$ cat src/rtl/demux3_5_if.sv
// Upstream/downstream handshake bundle for the 3-way 5-bit dispatcher.
// The master drives the upstream word and the sink readies; the slave is the dispatcher.
interface demux3_5_if #(
    parameter int WIDTH = 5
);
    logic             in_valid;
    logic             in_ready;
    logic [WIDTH-1:0] in_data;
    logic [1:0]       in_choose;
    logic [2:0]       out_valid;
    logic [2:0]       out_ready;
    logic [WIDTH-1:0] out_data_a;
    logic [WIDTH-1:0] out_data_b;
    logic [WIDTH-1:0] out_data_c;

    modport master (
        output in_valid, in_data, in_choose, out_ready,
        input  in_ready, out_valid, out_data_a, out_data_b, out_data_c
    );

    modport slave (
        input  in_valid, in_data, in_choose, out_ready,
        output in_ready, out_valid, out_data_a, out_data_b, out_data_c
    );
endinterface

$ cat src/rtl/demux3_5.sv
// Three-way dispatcher: each accepted word is steered by a 2-bit code into one of
// three one-entry output registers; code 11 is accepted, dropped and counted.
module demux3_5_slot #(
    parameter int WIDTH = 5
) (
    input  logic             clk,
    input  logic             rst,
    input  logic             load,
    input  logic [WIDTH-1:0] in_data,
    input  logic             out_ready,
    output logic             ready,
    output logic             slot_valid,
    output logic [WIDTH-1:0] slot_data
);
    // Free or draining this cycle: a new word can replace the outgoing one.
    assign ready = !slot_valid || out_ready;

    always_ff @(posedge clk) begin
        if (rst) begin
            slot_valid <= 1'b0;
            slot_data  <= '0;
        end else if (load) begin
            slot_valid <= 1'b1;
            slot_data  <= in_data;
        end else if (slot_valid && out_ready) begin
            slot_valid <= 1'b0;
        end
    end
endmodule

module demux3_5 #(
    parameter int WIDTH = 5,
    parameter int CNT_W = 8
) (
    input  logic             clk,
    input  logic             rst,
    demux3_5_if.slave        bus,
    output logic             err,
    output logic [CNT_W-1:0] drop_count
);
    localparam int NSINK = 3;

    logic [NSINK-1:0]            sink_ready;
    logic [NSINK-1:0]            load;
    logic [NSINK-1:0]            slot_valid;
    logic [NSINK-1:0][WIDTH-1:0] slot_data;
    logic                        illegal;

    assign illegal = (bus.in_choose == 2'b11);

    always_comb begin
        bus.in_ready = 1'b1;
        case (bus.in_choose)
            2'b00:   bus.in_ready = sink_ready[0];
            2'b01:   bus.in_ready = sink_ready[1];
            2'b10:   bus.in_ready = sink_ready[2];
            default: bus.in_ready = 1'b1;
        endcase
    end

    for (genvar k = 0; k < NSINK; k++) begin : g_sink
        assign load[k] = bus.in_valid && (bus.in_choose == 2'(k)) && sink_ready[k];

        demux3_5_slot #(.WIDTH(WIDTH)) u_slot (
            .clk        (clk),
            .rst        (rst),
            .load       (load[k]),
            .in_data    (bus.in_data),
            .out_ready  (bus.out_ready[k]),
            .ready      (sink_ready[k]),
            .slot_valid (slot_valid[k]),
            .slot_data  (slot_data[k])
        );
    end

    assign bus.out_valid  = slot_valid;
    assign bus.out_data_a = slot_data[0];
    assign bus.out_data_b = slot_data[1];
    assign bus.out_data_c = slot_data[2];

    // Illegal words are always accepted, so fire reduces to in_valid here.
    always_ff @(posedge clk) begin
        if (rst) begin
            err        <= 1'b0;
            drop_count <= '0;
        end else begin
            err <= bus.in_valid && illegal;
            if (bus.in_valid && illegal && (drop_count != {CNT_W{1'b1}}))
                drop_count <= drop_count + 1'b1;
        end
    end
endmodule

$ cat src/flat_wrapper.sv
// flat-port wrapper written by rule: the top's interface ports become plain ports
module demux3_5_flat 
#(
    parameter int WIDTH = 5,
    parameter int CNT_W = 8
)
  (clk, rst, err, drop_count, bus_in_valid, bus_in_data, bus_in_choose, bus_out_ready, bus_in_ready, bus_out_valid, bus_out_data_a, bus_out_data_b, bus_out_data_c);
  demux3_5_if #(.WIDTH(WIDTH)) bus_i ();
  input  logic clk;
  input  logic rst;
  output logic err;
  output logic [CNT_W-1:0] drop_count;
  input wire logic [$bits(bus_i.in_valid)-1:0] bus_in_valid;
  input wire logic [$bits(bus_i.in_data)-1:0] bus_in_data;
  input wire logic [$bits(bus_i.in_choose)-1:0] bus_in_choose;
  input wire logic [$bits(bus_i.out_ready)-1:0] bus_out_ready;
  output wire logic [$bits(bus_i.in_ready)-1:0] bus_in_ready;
  output wire logic [$bits(bus_i.out_valid)-1:0] bus_out_valid;
  output wire logic [$bits(bus_i.out_data_a)-1:0] bus_out_data_a;
  output wire logic [$bits(bus_i.out_data_b)-1:0] bus_out_data_b;
  output wire logic [$bits(bus_i.out_data_c)-1:0] bus_out_data_c;
  assign bus_i.in_valid = bus_in_valid;
  assign bus_i.in_data = bus_in_data;
  assign bus_i.in_choose = bus_in_choose;
  assign bus_i.out_ready = bus_out_ready;
  assign bus_in_ready = bus_i.in_ready;
  assign bus_out_valid = bus_i.out_valid;
  assign bus_out_data_a = bus_i.out_data_a;
  assign bus_out_data_b = bus_i.out_data_b;
  assign bus_out_data_c = bus_i.out_data_c;
  demux3_5 #(.WIDTH(WIDTH), .CNT_W(CNT_W)) u_core (.clk(clk), .rst(rst), .bus(bus_i), .err(err), .drop_count(drop_count));
endmodule
$ cat config.mk
export PLATFORM = sky130hd
export DESIGN_NAME = demux3_5_flat
export DESIGN_NICKNAME = d
export VERILOG_FILES = /design/src/rtl/demux3_5_if.sv /design/src/rtl/demux3_5.sv /design/src/flat_wrapper.sv
export SDC_FILE = /design/constraint.sdc
export NUM_CORES = 1
export LEC_CHECK = 0
export ABC_CLOCK_PERIOD_IN_PS = 3850
export BUFFER_PORTS_ARGS = -buffer_cell sky130_fd_sc_hd__buf_4
export CAP_MARGIN = 20
export CORE_AREA = 8 8 57 59
export CTS_CLUSTER_DIAMETER = 150
export DETAILED_ROUTE_END_ITERATION = 10
export DIE_AREA = 0 0 65 67
export PLACE_DENSITY_LB_ADDON = 0.25
export SETUP_SLACK_MARGIN = 0.4
export SLEW_MARGIN = 20
export SYNTH_ARGS = -nofsm -noshare
export SYNTH_HDL_FRONTEND = slang
export SYNTH_SLANG_ARGS = --single-unit
$ cat constraint.sdc
create_clock -name clk -period 3.85 [get_ports clk]
set_clock_uncertainty 0.2 [all_clocks]
set_input_delay 0.77 -clock clk [delete_from_list [all_inputs] [get_ports clk]]
set_output_delay 0.77 -clock clk [all_outputs]
set_load 0.1 [all_outputs]
# --- Word level (Yosys, flattened, before mapping) ---
# Index checks and enable logic that the tools add are counted.
# W data, S select, Z words.
word_totals:
  ff_bits: 27
  input_bits: 13
  out_inout_bits: 28
  wordCells: 41
op_classes:
  n_addsub: 1
  n_eq_ne: 4
  muxes: 7
  n_reduce_logical: 21
ops:
  columns: ["op", "n"]
  rows:
  - ["$logic_and A1 B1 Y1", 11]
  - ["$add A8 B1 Y8 const B", 1]
  - ["$ne A8 B8 Y1 const B", 1]
  - ["$mux W1", 6]
  - ["$reduce_bool A2 Y1", 3]
  - ["$eq A2 B2 Y1 const B", 2]
  - ["$logic_not A1 Y1", 3]
  - ["$logic_or A1 B1 Y1", 3]
  - ["$pmux W1 S3", 1]
  - ["$eq A2 B1 Y1 const B", 1]
  - ["$logic_not A2 Y1", 1]

# --- Depth between registers and ports, before layout ---
logic_depth:
  word_depth: 4
  ltp_mapped: 5
  depth_no_buf: 5

# --- Cells and area by module ---
# From an unflattened synthesis, not the netlist that was laid out.
unflattened:
  hier_cells: 114
  hier_area_um2: 1152.4
modules_own_cells:
  columns: ["module", "instances", "cells_each", "area_per_inst_um2", "seq_area_each_um2"]
  rows:
  - ["demux3_5_slot", 3, 20, 215.2, 120.1]
  - ["demux3_5", 1, 54, 506.7, 180.2]

# --- Worst setup path after synthesis ---
# Ideal clock, no wire load.
synth_path:
  path_kind: "input -> output"
  start: "input bus_out_ready[0]"
  end: "output bus_in_ready"
  t_arrival_ps: 3123
  required_ps: 2880
  path_slack_ps: -243
  stages: 3
  path_buffers: 0
  cell_sequence: "nand2b_1 > o21ai_0 > o21ai_0"
synth_between:
  elab_chain_len: 2
synth_rtl:
  columns: ["item", "line", "text"]
  rows:
  - ["start: declaration", "flat_wrapper.sv:16", "input wire logic [$bits(bus_i.out_ready)-1:0] bus_out_ready;"]
  - ["$logic_or A1 B1 Y1", "demux3_5.sv:16", "assign ready = !slot_valid || out_ready;"]
  - ["$pmux W1 S3", "demux3_5.sv:53", "case (bus.in_choose)"]
  - ["end: declaration", "flat_wrapper.sv:17", "output wire logic [$bits(bus_i.in_ready)-1:0] bus_in_ready;"]
# Every way passes these cells.

# --- Worst setup path after layout ---
# Same ends and word-level chain as after synthesis.

==> flow_summary.json <==
{
  "final_area_sq_um": 1451,
  "synth_edf_count": 0,
  "post_cts_buffers": 0,
  "crit_buf_inv": 2,
  "ys_types": 31,
  "whs_ps": 316.5,
  "slowest_delay_ps": 230,
  "crit_slowest_cell": "buf_4",
  "root_buffer": "clkbuf_4",
  "cts-resized-gates": 0,
  "end_kind": "output port",
  "path_class": "input port to output port",
  "setup_viol": 0,
  "diodes": 0,
  "ant_nets": 0,
  "start_kind": "input port",
  "synth_area_leaders": "dfxtp_1, mux2i_1, nor2_1",
  "p_int_uw": 356.0,
  "final_common_cell": "buf_4",
  "drc_errors": 0,
  "clockPowerShare_pct": 23.7,
  "p_sw_share_pct": 32.67,
  "die_h_um": 67,
  "vias": 950,
  "crit_top_cell": "buf_4",
  "tritoncts": "done",
  "routed_via_density": 5.135,
  "ir_drop_uv": 272.9,
  "start_util_pct": 47.94,
  "die-area_sq_um": 4355,
  "antenna_found_initial": 0,
  "seq_area_frac_synth_pct": 47.68,
  "cts_buffers": 3,
  "synth_area_leader_cell": "dfxtp_1",
  "rsz0062_at_grt": "no",
  "leakagePower_uw": 0.0006411,
  "dpl-instance-area_sq_um": 1421,
  "slew_violations": 0,
  "dp_hpwl_um": 1968,
  "drtPass1Iterations": 4,
  "ys.flop_type": "dfxtp_1",
  "worstPathCellList": "buf_4, nand2b_1, o21ai_0, o21ai_1, buf_4",
  "place_congestion": 0.7927,
  "die_width_um": 65,
  "switchingPower_uw": 172.7,
  "syn_area_sq_um": 1134,
  "required_ps": 2880,
  "ios": 41,
  "tightest_slew_ps": 642.2,
  "grt_pass1_wl_um": 4284,
  "num-nets-final": 170,
  "coreArea_sq_um": 2365,
  "post-route-util_pct": 61.38,
  "p_seq_share_pct": 55.1,
  "cts_hold_buf": 0,
  "insertion_delay_ps": 330,
  "powerDensity_nw_per_um2": 364.3,
  "synth_top_area_share_pct": 47.68,
  "clk_path_buf_depth": 2,
  "fmax_mhz": 394.2,
  "clk_pin_slew_ps": 140,
  "cts_sinks": 27,
  "overflow": 0,
  "critPathMaxFanout": 3,
  "period_share_pct": 65.89,
  "syn_to_final_growth_pct": 28.04,
  "layout_common_cells": "buf_4, dfxtp_1, nor2_1",
  "ys_ff_latch": 27,
  "worstPathArrival_ps": 1570,
  "place.port_buffers": 40,
  "cp_top_family": "buffers and inverters",
  "syn_avg_cell_area_sq_um": 9.526,
  "grt_pass1_vias": 981,
  "synth_cells": 119,
  "drt-initial-drc-count": 35,
  "core.rowCount": 18,
  "h-tree-depth": 1,
  "hold_viol": 0,
  "post_drt_wl_per_cell_um": 14.48,
  "setup_tns_ps": 0,
  "grt_max_degree": 29,
  "synthArstFlopShare_pct": 0,
  "syn-num-nets": 133,
  "pwr-share-comb_pct": 21.1,
  "slew_headroom_pct": 57.10,
  "drv_cap": 0,
  "layout-drive-gt1-share_pct": 30.32,
  "min_path_type": "flop to flop",
  "track_usage_pct": 12.25,
  "yosys_warnings": 0,
  "outcome": "complete, no violations",
  "routed_wl_um": 2678,
  "finalCriticalPeriod_ps": 2537
}
==> sequential cells by signal, summed over array words and instances (netlist names) <==
register and flops:
u_core.err 1, u_core.g_sink.u_slot.slot_valid 3, u_core.g_sink.u_slot.slot_data 15, u_core.drop_count 8
==> path summary, 6_finish.rpt <==
kind,slack (ps),end,start,cells past startpoint
setup / recovery,1310,bus_in_ready,bus_out_ready[0],5
hold / removal,320,u_core.g_sink[1].u_slot.slot_valid,u_core.g_sink[1].u_slot.slot_valid,2
hold reg to reg,320,u_core.g_sink[1].u_slot.slot_valid,u_core.g_sink[1].u_slot.slot_valid,2
setup reg to reg,2160,u_core.drop_count[6],u_core.drop_count[0],5
==> stage by stage <==
stage	power, uW	instances	worst slack, ps
6_report	528.7	185	1313
5_1_grt	551.0	185	1268
4_1_cts	535.8	185	1322
3_5_place_dp	409.9	181	1322
3_3_place_gp	408.2	181	1336
2_1_floorplan	382.2	119	507.6
==> worst register-to-register path, stage by stage, from the launching register on <==
cell	delay (ps)
dfxtp_1	420
ha_1	240
nand2_1	120
nor3_1	260
nor2_1	60
a311oi_1	300
==> per-layer routing <==
metal,vias up,GRT usage [%],part of all wire [%]
met5,-,0,0
met3,4,4.195,6.9
met4,0,6.267,1.2
li1,478,-,-
met1,442,13.06,44
met2,26,21.12,48
==> logic make-up after synthesis <==
logic type,Yosys count,synth area share (%)
compound gates,15,7.947
flops,27,47.68
mux,17,15.12
simple gates,48,21.86
xor+xnor,2,1.546
fa+ha+maj,1,1.104
buf+inv,9,4.745
==> layout make-up <==
type,instances,area [sq um]
multi-input cells,83,539.3
clock buffers,3,22.52
well taps,30,37.54
flip-flops and latches,27,540.5
fillers,225,913.4
repair buffers,40,300.3
inverters,1,3.754
clock inverters,1,7.507
==> power groups by stage <==
stage	Clock (uW)	Combinational (uW)	Sequential (uW)
floorplan	0	39.1	343
global placement	0	111	297
detailed placement	0	112	298
CTS	132	112	292
global route	141	117	293
finish	126	112	292
==> synth_stat cells (2+ instances only) <==
| cell | n |
|---|---|
| a211oi_1 | 2 |
| a21oi_1 | 6 |
| a311oi_1 | 2 |
| and4_1 | 2 |
| buf_4 | 3 |
| clkbuf_1 | 2 |
| dfxtp_1 | 27 |
| mux2i_1 | 16 |
| nand2_1 | 2 |
| nand2b_1 | 3 |
| nand3_1 | 5 |
| nand3b_1 | 2 |
| nor2_1 | 22 |
| nor2b_1 | 3 |
| nor3_1 | 3 |
| o21ai_0 | 4 |
Note: power is estimated with default switching activity, not from simulation.
